[src/rtl/vending_pkg.sv]
// Shared types and constants for the vending change-dispense path: FSM states,
// hopper coin-select codes and default denominations.
package vending_pkg;

  localparam int MONEY_W = 5;

  localparam int DEF_DENOM_HI  = 10;
  localparam int DEF_DENOM_MID = 5;
  localparam int DEF_DENOM_LO  = 1;

  typedef enum logic [3:0] {
    S_IDLE,
    S_CALC,
    S_WAIT,
    S_CHECK,
    S_SELECT,
    S_REQ,
    S_DONE,
    S_REJECT,
    S_FAIL
  } state_t;

  typedef enum logic [1:0] {
    COIN_NONE = 2'd0,
    COIN_LO   = 2'd1,
    COIN_MID  = 2'd2,
    COIN_HI   = 2'd3
  } coin_t;

endpackage

[src/rtl/coin_inventory.sv]
// Per-denomination coin counters: refill to full, decrement on a paid coin,
// or clear a denomination whose hopper channel jammed.
module coin_inventory
  import vending_pkg::*;
#(
  parameter int INV_W      = 8,
  parameter int INIT_COUNT = 20
) (
  input  logic             clk,
  input  logic             reset_n,
  input  logic             i_refill,
  input  logic             i_dec,
  input  logic             i_jam,
  input  coin_t            i_sel,
  output logic [INV_W-1:0] o_inv_hi,
  output logic [INV_W-1:0] o_inv_mid,
  output logic [INV_W-1:0] o_inv_lo,
  output logic             o_empty_hi,
  output logic             o_empty_mid,
  output logic             o_empty_lo
);

  localparam logic [INV_W-1:0] FULL = INV_W'(INIT_COUNT);

  logic [INV_W-1:0] r_hi;
  logic [INV_W-1:0] r_mid;
  logic [INV_W-1:0] r_lo;

  // Jam wins over a decrement; counters never wrap below zero.
  always_ff @(posedge clk or negedge reset_n) begin
    if (!reset_n) begin
      r_hi  <= FULL;
      r_mid <= FULL;
      r_lo  <= FULL;
    end else if (i_refill) begin
      r_hi  <= FULL;
      r_mid <= FULL;
      r_lo  <= FULL;
    end else if (i_dec || i_jam) begin
      case (i_sel)
        COIN_HI:  r_hi  <= (i_jam || r_hi  == '0) ? '0 : r_hi  - 1'b1;
        COIN_MID: r_mid <= (i_jam || r_mid == '0) ? '0 : r_mid - 1'b1;
        COIN_LO:  r_lo  <= (i_jam || r_lo  == '0) ? '0 : r_lo  - 1'b1;
        default:  ;
      endcase
    end
  end

  assign o_inv_hi    = r_hi;
  assign o_inv_mid   = r_mid;
  assign o_inv_lo    = r_lo;
  assign o_empty_hi  = (r_hi  == '0);
  assign o_empty_mid = (r_mid == '0);
  assign o_empty_lo  = (r_lo  == '0);

endmodule

[src/rtl/change_dispense_controller.sv]
// Runs one vending transaction: triggers the change calculator, pays change
// greedily via the hopper handshake. COIN_TIMEOUT_EN adds a jammed-coin timeout.
module change_dispense_controller
  import vending_pkg::*;
#(
  parameter int DENOM_HI   = DEF_DENOM_HI,
  parameter int DENOM_MID  = DEF_DENOM_MID,
  parameter int DENOM_LO   = DEF_DENOM_LO,
  parameter int INV_W      = 8,
  parameter int INIT_COUNT = 20
`ifdef COIN_TIMEOUT_EN
  , parameter int ACK_TIMEOUT = 64
`endif
) (
  input  logic               clk,
  input  logic               reset_n,
  input  logic               start,
  input  logic [MONEY_W-1:0] current_amount,
  input  logic [MONEY_W-1:0] product_price,
  input  logic               refill,
  output logic [MONEY_W-1:0] calc_current,
  output logic [MONEY_W-1:0] calc_price,
  output logic               calculate,
  input  logic [MONEY_W-1:0] change_amount,
  input  logic               valid_transaction,
  output logic               coin_req,
  output logic [1:0]         coin_sel,
  input  logic               coin_ack,
  output logic               busy,
  output logic               done,
  output logic               reject,
  output logic               fail,
  output logic [MONEY_W-1:0] shortfall,
  output logic [INV_W-1:0]   inv_hi,
  output logic [INV_W-1:0]   inv_mid,
  output logic [INV_W-1:0]   inv_lo
);

  localparam logic [MONEY_W-1:0] D_HI  = MONEY_W'(DENOM_HI);
  localparam logic [MONEY_W-1:0] D_MID = MONEY_W'(DENOM_MID);
  localparam logic [MONEY_W-1:0] D_LO  = MONEY_W'(DENOM_LO);

  state_t             r_state;
  logic [MONEY_W-1:0] r_remain;
  logic [MONEY_W-1:0] r_calcCurrent;
  logic [MONEY_W-1:0] r_calcPrice;
  logic [MONEY_W-1:0] r_shortfall;
  logic               r_calculate;
  logic               r_coinReq;
  coin_t              r_coinSel;
  logic               r_busy;
  logic               r_done;
  logic               r_reject;
  logic               r_fail;

  logic [MONEY_W-1:0] w_denom;
  logic               w_refill;
  logic               w_dec;
  logic               w_jam;
  logic               w_emptyHi;
  logic               w_emptyMid;
  logic               w_emptyLo;

`ifdef COIN_TIMEOUT_EN
  localparam int               CNT_W    = $clog2(ACK_TIMEOUT + 1);
  localparam logic [CNT_W-1:0] ACK_LAST = CNT_W'(ACK_TIMEOUT - 1);
  logic [CNT_W-1:0] r_ackCnt;
  logic             w_timeout;
  assign w_timeout = (r_ackCnt == ACK_LAST);
  assign w_jam     = (r_state == S_REQ) && !coin_ack && w_timeout;
`else
  assign w_jam = 1'b0;
`endif

  assign w_refill = refill && (r_state == S_IDLE);
  assign w_dec    = coin_ack && (r_state == S_REQ);

  always_comb begin
    w_denom = '0;
    case (r_coinSel)
      COIN_HI:  w_denom = D_HI;
      COIN_MID: w_denom = D_MID;
      COIN_LO:  w_denom = D_LO;
      default:  w_denom = '0;
    endcase
  end

  coin_inventory #(
    .INV_W      (INV_W),
    .INIT_COUNT (INIT_COUNT)
  ) u_inventory (
    .clk         (clk),
    .reset_n     (reset_n),
    .i_refill    (w_refill),
    .i_dec       (w_dec),
    .i_jam       (w_jam),
    .i_sel       (r_coinSel),
    .o_inv_hi    (inv_hi),
    .o_inv_mid   (inv_mid),
    .o_inv_lo    (inv_lo),
    .o_empty_hi  (w_emptyHi),
    .o_empty_mid (w_emptyMid),
    .o_empty_lo  (w_emptyLo)
  );

  // Transaction sequencer; every output is registered and set on state entry.
  always_ff @(posedge clk or negedge reset_n) begin
    if (!reset_n) begin
      r_state       <= S_IDLE;
      r_remain      <= '0;
      r_calcCurrent <= '0;
      r_calcPrice   <= '0;
      r_shortfall   <= '0;
      r_calculate   <= 1'b0;
      r_coinReq     <= 1'b0;
      r_coinSel     <= COIN_NONE;
      r_busy        <= 1'b0;
      r_done        <= 1'b0;
      r_reject      <= 1'b0;
      r_fail        <= 1'b0;
`ifdef COIN_TIMEOUT_EN
      r_ackCnt      <= '0;
`endif
    end else begin
      r_calculate <= 1'b0;
      r_done      <= 1'b0;
      r_reject    <= 1'b0;
      r_fail      <= 1'b0;
      case (r_state)
        S_IDLE: begin
          if (start) begin
            r_calcCurrent <= current_amount;
            r_calcPrice   <= product_price;
            r_shortfall   <= '0;
            r_calculate   <= 1'b1;
            r_busy        <= 1'b1;
            r_state       <= S_CALC;
          end
        end
        S_CALC:  r_state <= S_WAIT;
        S_WAIT:  r_state <= S_CHECK;
        S_CHECK: begin
          if (!valid_transaction) begin
            r_reject <= 1'b1;
            r_state  <= S_REJECT;
          end else begin
            r_remain <= change_amount;
            r_state  <= S_SELECT;
          end
        end
        S_SELECT: begin
`ifdef COIN_TIMEOUT_EN
          r_ackCnt <= '0;
`endif
          // Greedy, largest coin first, no backtracking.
          if (r_remain == '0) begin
            r_done  <= 1'b1;
            r_state <= S_DONE;
          end else if (r_remain >= D_HI && !w_emptyHi) begin
            r_coinSel <= COIN_HI;
            r_coinReq <= 1'b1;
            r_state   <= S_REQ;
          end else if (r_remain >= D_MID && !w_emptyMid) begin
            r_coinSel <= COIN_MID;
            r_coinReq <= 1'b1;
            r_state   <= S_REQ;
          end else if (r_remain >= D_LO && !w_emptyLo) begin
            r_coinSel <= COIN_LO;
            r_coinReq <= 1'b1;
            r_state   <= S_REQ;
          end else begin
            r_fail      <= 1'b1;
            r_shortfall <= r_remain;
            r_state     <= S_FAIL;
          end
        end
        S_REQ: begin
          if (coin_ack) begin
            r_remain  <= r_remain - w_denom;
            r_coinReq <= 1'b0;
            r_coinSel <= COIN_NONE;
            r_state   <= S_SELECT;
          end
`ifdef COIN_TIMEOUT_EN
          else if (w_timeout) begin
            r_coinReq <= 1'b0;
            r_coinSel <= COIN_NONE;
            r_state   <= S_SELECT;
          end else begin
            r_ackCnt <= r_ackCnt + 1'b1;
          end
`endif
        end
        S_DONE, S_REJECT, S_FAIL: begin
          r_busy  <= 1'b0;
          r_state <= S_IDLE;
        end
        default: r_state <= S_IDLE;
      endcase
    end
  end

  assign calc_current = r_calcCurrent;
  assign calc_price   = r_calcPrice;
  assign calculate    = r_calculate;
  assign coin_req     = r_coinReq;
  assign coin_sel     = r_coinSel;
  assign busy         = r_busy;
  assign done         = r_done;
  assign reject       = r_reject;
  assign fail         = r_fail;
  assign shortfall    = r_shortfall;

endmodule

[config.mk]
export PLATFORM = sky130hd
export DESIGN_NAME = change_dispense_controller
export DESIGN_NICKNAME = d
export VERILOG_FILES = /design/src/rtl/vending_pkg.sv /design/src/rtl/coin_inventory.sv /design/src/rtl/change_dispense_controller.sv
export SDC_FILE = /design/constraint.sdc
export NUM_CORES = 1
export LEC_CHECK = 0
export CAP_MARGIN = 20
export CORE_ASPECT_RATIO = 0.8
export CORE_MARGIN = 2
export CORE_UTILIZATION = 44
export CTS_CLUSTER_SIZE = 20
export DETAILED_ROUTE_END_ITERATION = 10
export GPL_TIMING_DRIVEN = 0
export PLACE_DENSITY_LB_ADDON = 0.05
export SLEW_MARGIN = 20
export SYNTH_ARGS = -nofsm -noshare
export SYNTH_HDL_FRONTEND = slang
export SYNTH_SLANG_ARGS = --single-unit
[constraint.sdc]
create_clock -name clk -period 3.5 [get_ports clk]
set_input_delay 0.7 -clock clk [delete_from_list [all_inputs] [get_ports clk]]
set_output_delay 0.7 -clock clk [all_outputs]
set_load 0.02 [all_outputs]
# Word-level counts from Yosys, hierarchy flattened
# Index checks and enable logic that the tools add are counted.
# word_totals
register_bits	56
in_bits	21
out_inout_bits	47
wordCells	127
# classes
addsub	4
magnitude_cmp	3
n_eq_ne	19
muxes	55
reduce_logical	31
# op_table
op	n
two-way mux 8 bit	12
two-way mux 5 bit	7
logical NOT 8 bit	3
two-way mux 4 bit	6
one-hot mux 4 bit (6 select lines)	1
subtractor 8 x 1 -> 8 bit (second input constant)	3
one-hot mux 5 bit (2 select lines)	2
two-way mux 1 bit	17
== test 4 x 3 -> 1 bit (second input constant)	4
nonzero test 2 bit	8
inequality test 2 bit (second input constant)	7
two-way mux 2 bit	6
one-hot mux 4 bit (3 select lines)	1
AND reduction 2 bit	6
== test 4 x 2 -> 1 bit (second input constant)	2
AND reduction 6 bit	1
>= comparator 5 x 1 -> 1 bit (second input constant)	1
>= comparator 5 x 3 -> 1 bit (second input constant)	1
>= comparator 5 x 4 -> 1 bit (second input constant)	1
logical AND 1 bit	5
logical NOT 5 bit	1
subtractor 5 bit	1
== test 2 bit (second input constant)	2
== test 4 x 1 -> 1 bit (second input constant)	1
other kinds (10)	13

# Longest topological paths before layout
# Gate-level depths: netlist (run 1).
# depth
depth_word	8
ltp_mapped	10
ltp_nobuf	10

# Hierarchy
# From an unflattened synthesis (run 1), not the netlist that was laid out.
# hier_totals
cells_unflattened	325
area_unflattened_um2	3171.8
# by_module_without_submodules
mod	instances	cells_each	area_per_inst_um2	seq_area_each_um2
change_dispense_controller	1	173	1752.9	800.8
coin_inventory	1	152	1418.9	608.1

# Least setup slack after synthesis (run 1)
# OpenSTA, ideal clock, no wires.
# synth_path
kind	reg2reg
from	register u_inventory.r_hi[5] (netlist: u_inventory.o_inv_hi[5])
to	register r_shortfall[0] (netlist: shortfall[0])
setup_time_ps	121
arrival_ps	2352
t_required_ps	3379
slack_ps	1026
stages_incl_launch_ff	6
n_path_buf	0
period_less_slack_ps	2474
cell_sequence	dfrtp_1 -> or4_4 -> nor3b_4 -> o21ai_4 -> or4_4 -> a32o_2
# synth_via
elab_chain_cells	5
# synth_lines
item	line	source
from (decl)	coin_inventory.sv:25	logic [INV_W-1:0] r_hi;
from (signal assigned)	coin_inventory.sv:41	COIN_HI: r_hi <= (i_jam || r_hi == '0) ? '0 : r_hi - 1'b1;
logical NOT 8 bit	coin_inventory.sv:52	assign o_empty_hi = (r_hi == '0);
logical NOT 1 bit	change_dispense_controller.sv:159	end else if (r_remain >= D_HI && !w_emptyHi) begin
logical AND 1 bit	change_dispense_controller.sv:159	
inequality test 2 bit (no line)	-	
AND reduction 6 bit (no line)	-	
to (signal assigned)	change_dispense_controller.sv:173	r_shortfall <= r_remain;
to (decl)	change_dispense_controller.sv:47	logic [MONEY_W-1:0] r_shortfall;
# Every way passes these cells.
# A chain may end at the register's enable or synchronous reset.

# Worst setup path in the final report (run 1)
# layout_path
from	register r_state[1]
to	register u_inventory.r_mid[2] (netlist: u_inventory.o_inv_mid[2])
# layout_via
elab_chain_cells	4
elab_cells_between_ends	8
classes_between	eq/ne: 1; mux: 1; reduce/logical: 6
# layout_lines
item	line	source
from (decl)	change_dispense_controller.sv:43	state_t r_state;
from (signal assigned)	change_dispense_controller.sv:109	r_state <= S_IDLE;
from (signal assigned)	change_dispense_controller.sv:137	r_state <= S_CALC;
from (signal assigned)	change_dispense_controller.sv:140	S_CALC: r_state <= S_WAIT;
== test 4 x 3 -> 1 bit / logical NOT 4 bit (equally long branches)	change_dispense_controller.sv:76, change_dispense_controller.sv:75	
logical AND 1 bit, on equally long branches	change_dispense_controller.sv:76, change_dispense_controller.sv:75	
nonzero test 2 bit (no line)	-	
AND reduction 2 bit (no line)	-	
to (signal assigned)	coin_inventory.sv:42	COIN_MID: r_mid <= (i_jam || r_mid == '0) ? '0 : r_mid - 1'b1;
to (decl)	coin_inventory.sv:26	logic [INV_W-1:0] r_mid;
# Several ways; a longest one is shown, not always the timed one.

==> metrics.md, run 1 <==
| Metric | Value |
|---|---|
| Vias in the first global route | 2,455 |
| Diode count | 0 |
| WP data arrival | 3020 ps |
| Initial DRC count | 101 |
| Design Power | roughly 2.8 mW |
| Syn. warnings | 0 |
| Largest net degree at the start of global routing | 39 |
| Critical path type | register to register |
| Pleak | between 1.5 and 2 nW |
| CTS Hold Bufs | 0 |
| Pins Over Slew Limit | 0 |
| R2R depth | 7 |
| Skew final | about 9.2 ps |
| Postcts setup bufs | 0 |
| Count leader, synth | dfrtp_1 |
| Synth top area share | 41.3% |
| Flops & latches, synth | 56 |
| Sequential Power Share | between 30% and 40% |
| Initial antenna violation count | 0 |
| Critical path launch point type | register |
| DP HPWL | 5.52 mm |
| Final setup violation count | 0 |
| HP Class | primary input to asynchronous set/reset pin |
| RR Endpoint | u_inventory.o_inv_mid[2] |
| Cell Area, Synth | 3030 µm² |
| Total vias in the final route | about 2,700 |
| Crit share post-route | approximately four fifths |
| PostCTS Resize Cnt | 0 |
| Max Fclk | 0.360 GHz |
| Number of library cell types mapped by synthesis | 54 |
| PD cells | just over 700 nW/µm² |
| RSZ-0062 raised after global routing | no |
| Sequential share of the synthesized area | 46.5% |
| Clock Path Buffers | 2 |
| Switching pwr | 1.17 mW |
| Syn Inst Count | 325 |
| Wire per inst | 15.1 µm |
| Fin nets | roughly 440 |
| WL final | 7.36 mm |
| Post-Layout Cell Count | 487 |
| I/O pin cnt | 68 |
| Remaining DRCs | 0 |
| Top cell type by total area after synthesis | dfrtp_1 |
| Clock share of power | roughly 16% |
| H-tree levels | 2 |
| Buffers added on ports | 66 |
| Reg-to-reg setup timing slack | a little over 700 ps |
| CTS tree | done |
| Fin Setup TNS | 0 ps |
| Clk_lat worst skew | between 300 and 400 ps |
| Async S/R FF share, synth | 100% |
| Syn_nets | 361 |
| Top cells by area, synth | dfrtp_1, ha_1, nand2_1, dfstp_2, nor2_1 |
| Minimum clock period | 2780 ps |
| Worst vdd ir | 357 µV |
| Core Region | just under 7000 µm² |
| Cts bufs inserted | 5 |
| Least-Margin Pin Slew | 1060 ps |
| Final Hold Fails | 0 |
| Slew headroom | 29.2% |
| Status | finished, final reports clean |
| FF-to-FF Start | r_state[1] |
| Share of cells above drive strength 1 | approximately 9.0% |
| GRT overflow | 0 |
| First-pass GRT wire length | ~12 mm |
| Dpl cells | 479 |
| Die H | 78.3 µm |
| Power share of the combinational group | 47.6% |
| Die extent in x | 96.8 µm |
| Layout area overhead | 30.2% |
| Clock sinks | 56 |
| Root buf cell | clkbuf_8 |
| Final design utilization | 58.1% |
| Total Routing Usage GR | ~20% |
| Detailed Routing Iterations Pass 1 | 4 |
| Antenna viol nets, final | 0 |
| Via density | 5.52 |
| Starting Density | 44.7% |
| Synth Flop Type | dfrtp_1 |
| Avg Inst Size Synth | 9.33 µm² |
| Full die area | 7580 µm² |
| Clk pin slew, worst setup/hold paths | 110 ps |
| Internal Power | approximately 1.7 mW |
| Crit. End Element | register |
| Critical Path RT | 3740 ps |
| Post-synth top cells | dfrtp_1, nand2_1, nor2_1 |
| Max-cap viol count | 0 |
| Sw Ratio | about 41% |
| Post-synth EDFFs | 0 |
| Placer Congestion | 0.836 |
| Std-Cell Rows | 27 |
| Max FO, Critical Path | 10 |
## cell usage in the layout, fill, tap and decap left out, drive strengths merged, types with 3 or more instances in the layout
cell,synthesis,routed
dfstp,6,6
clkdlybuf4s50,0,65
buf,2,4
nor3,19,19
a32o,7,7
or4,9,9
and3,4,4
o21ai,21,21
inv,17,17
dfrtp,50,50
nor2b,8,8
a21oi,20,20
nand2,43,43
nor2,29,29
nand2b,3,3
a31oi,3,3
nor3b,3,3
or3,4,4
nand4,4,4
clkbuf,9,15
nand3,7,7
nor4,7,7
ha,14,14
## power by group through the flow
stage | sequential, mW | combinational [mW] | clock, mW
detailed placement | 1.04 | 1.36 | 0
global route | 1.07 | 1.52 | 0.496
floorplan | 1.15 | 0.727 | 0
finish | 1.03 | 1.36 | 0.461
CTS | 1.03 | 1.37 | 0.474
global placement | 1.03 | 1.34 | 0
## cell type report
class                      count  area [µm²]
buffer                        11        56.3
clock buffer                   6        82.6
clock inverter                 2        38.8
fill                         602        2840
inverter                      17        63.8
multi-input combinational    241        1510
sequential                    56        1410
tap                           87         109
timing repair buffer          67         678
## stage by stage
stage | hold slack, ps | instance area (µm²) | setup WS (ps)
6_report | 243 | 3950 | 722
4_1_cts | 248 | 3950 | 762
2_1_floorplan | 404 | 3030 | 1030
3_3_place_gp | 457 | 3800 | -120
5_1_grt | 250 | 3950 | 471
3_5_place_dp | 461 | 3830 | 715
## worst max-delay path by stage
stage / from / to / slack, ps / cells after the start
after global routing: r_state[1] / u_inventory.o_inv_mid[2] / 470 / 7
after detailed placement: valid_transaction / r_remain[4] / 710 / 6
after CTS: r_state[1] / u_inventory.o_inv_mid[2] / 760 / 7
final: r_state[1] / u_inventory.o_inv_mid[2] / 720 / 7
after global placement: reset_n / u_inventory.o_inv_lo[1] / -120 / 1
after floorplan: u_inventory.o_inv_hi[5] / shortfall[0] / 1030 / 5
## critical path, cell delays in order (launching register included)
cell and delay (ps):
dfrtp_1 390, clkbuf_1 210, nor4bb_1 680, clkbuf_1 440, nand3_1 240, nor2_1 410
a21oi_1 130, o21ai_0 210
## sequential cells by signal, indices dropped and copies added, names as in the netlist
signal and flops:
coin_req 1, reject 1, calc_price 5, calc_current 5, u_inventory.o_inv_lo 8, done 1
coin_sel 2, calculate 1, busy 1, shortfall 5, u_inventory.o_inv_mid 8, r_remain 5
fail 1, u_inventory.o_inv_hi 8, r_state 4
## kinds of logic (layout without fill, tap and decap cells)
family	after synthesis	in the layout	share of synthesized area (%)
xor+xnor	2	2	0.578
compound gates	70	70	15.6
buf+inv	28	103	3.96
mux	2	2	0.660
flops	56	56	46.5
simple gates	152	152	26.4
fa+ha+maj	15	15	6.44
## per-layer routing
layer	global-route usage [%]	wire, µm
met3	3.74	338
met1	28.5	3620
met2	31.0	3350
met5	0	0
met4	4.65	53
(Power assumes the default switching activity.)
==> run 2, diff against run 1 <==
==> constraint.sdc (replaced) <==
create_clock -name clk -period 2.5 [get_ports clk]
set_input_delay 0.5 -clock clk [delete_from_list [all_inputs] [get_ports clk]]
set_output_delay 0.5 -clock clk [all_outputs]
set_load 0.02 [all_outputs]
==> metrics.md, run 2 (synthesized netlist as in run 1, its figures left out) <==
| Metric | Value |
|---|---|
| Die extent in x | 96.8 µm |
| Remaining DRCs | 0 |
| Fin nets | 437 |
| Share of cells above drive strength 1 | 10.7% |
| Slew headroom | 59.0% |
| DP HPWL | between 5 and 6 mm |
| I/O pin cnt | 68 |
| Vias in the first global route | 2,453 |
| First-pass GRT wire length | 12.2 mm |
| Starting Density | between 40% and 50% |
| Clock Path Buffers | 2 |
| Initial DRC count | 122 |
| Crit. End Element | register |
| Slowest CP cell | or4_4 |
| CP most frequent cell | or4_4 |
| Critical path type | register to register |
| Pins Over Slew Limit | 0 |
| CP max stage delay | roughly 570 ps |
| Commonest non-fill, non-tap cell in the layout | clkdlybuf4s50_1 |
| FF-to-FF Start | u_inventory.o_inv_hi[5] |
| Crit share post-route | 95.6% |
| Met2 Usage GRT | between 30% and 40% |
| Grt peak-use layer | met2 |
| CTS Hold Bufs | 0 |
| Pleak | ~1.7 nW |
| Via density | around 5.5 |
| Dpl ws | -229 ps |
| Critical path launch point type | register |
| Clk_lat worst skew | 320 ps |
| WP data arrival | around 2600 ps |
| Status | finished, final reports clean |
| Crit. Startpoint | u_inventory.o_inv_hi[5] |
| Worst vdd ir | around 500 µV |
| Final Hold Fails | 0 |
| Diode count | 0 |
| Fin Setup TNS | 0 ps |
| GR Layer Usage met1 | between 20% and 30% |
| Detailed Routing Iterations Pass 1 | 4 |
| Least-Margin Pin Slew | slightly above 600 ps |
| Worst path buffer plus inverter count | 0 |
| GRT overflow | 0 |
| Cts bufs inserted | 5 |
| Skew final | 8.36 ps |
| Final design utilization | 58.9% |
| Root buf cell | clkbuf_8 |
| Met3 Track Usage GR | 4.27% |
| Max-cap viol count | 0 |
| HP Class | primary input to asynchronous set/reset pin |
| WL final | approximately 7.4 mm |
| H-tree levels | 2 |
| Placer Congestion | 0.836 |
| Most frequent cells in the layout | clkdlybuf4s50_1, dfrtp_1, nand2_1 |
| Total vias in the final route | between 2,000 and 3,000 |
| Clock sinks | 56 |
| PD cells | 1010 nW/µm² |
| Full die area | 7580 µm² |
| Antenna viol nets, final | 0 |
| Final setup violation count | 0 |
| Wire per inst | 15.1 µm |
| Initial antenna violation count | 0 |
| Die H | 78.3 µm |
| Final Cell Area | 4000 µm² |
| Largest net degree at the start of global routing | 39 |
| RSZ-0062 raised after global routing | no |
| Std-Cell Rows | 27 |
| Max FO, Critical Path | 7 |
| Critical Path RT | 2710 ps |
| Total Routing Usage GR | 19.9% |
| Max Fclk | 0.419 GHz |
| CP Cell Sequence | or4_4, nor3b_4, o21ai_4, or4_4, a32o_2 |
| Post-place instance area | 3830 µm² |
| Minimum clock period | 2390 ps |
| Final worst-path setup slack | about 110 ps |
| Core Region | between 6000 and 7000 µm² |
| Crit-path leading delay family | simple AND/OR/NAND/NOR gates |
| Clk pin slew, worst setup/hold paths | ~100 ps |
| Buffers added on ports | 66 |
| CTS tree | done |
| Layout area overhead | 31.8% |
-- run 2: worst paths after layout --
path,to,slack [ps],cells after the start
worst max-delay path,shortfall[2],110,5
worst min-delay path,u_inventory.o_inv_mid[1],40,1
worst max register to register,shortfall[2],110,5
worst min register to register,calc_current[1],480,2
max in group asynchronous,u_inventory.o_inv_lo[2],1910,2
min in group clk,calc_current[1],480,2
-- run 2: per-layer routing --
metal	vias to the layer above	wire [µm]
met5	-	0
met4	0	51
met3	5	406
met2	76	3340
met1	1292	3580
li1	1328	-
-- run 2: final cells by class --
type | count | area [µm²]
plain buffers | 11 | 57.6
clock buffers | 6 | 82.6
clock inverters | 2 | 38.8
fillers | 602 | 2790
inverters | 17 | 63.8
multi-input cells | 241 | 1550
flip-flops and latches | 56 | 1410
well taps | 87 | 109
repair buffers | 69 | 693
-- run 2: metrics by stage --
stage / hold WS (ps) / power [mW] / cells
2_1_floorplan: 204 / 2.63 / 325
3_3_place_gp: 457 / 3.32 / 478
3_5_place_dp: 404 / 3.36 / 479
4_1_cts: 47.6 / 4.03 / 488
5_1_grt: 50.1 / 4.36 / 489
6_report: 44.5 / 4.02 / 489
-- run 2: power breakdown --
group | total (mW) | switching (mW) | internal [mW]
Sequential | 1.45 | 0.284 | 1.17
Clock | 0.644 | 0.316 | 0.328
Combinational | 1.93 | 1.05 | 0.878
Total | 4.02 | 1.65 | 2.38
-- run 2: repair_timing --
item                                    4_1_cts  5_1_grt
buffers inserted                              1        1
endpoints found under the setup margin       13       14
endpoints found under the hold margin         0        0
resized for setup                             2        5
pin swaps                                     1        2
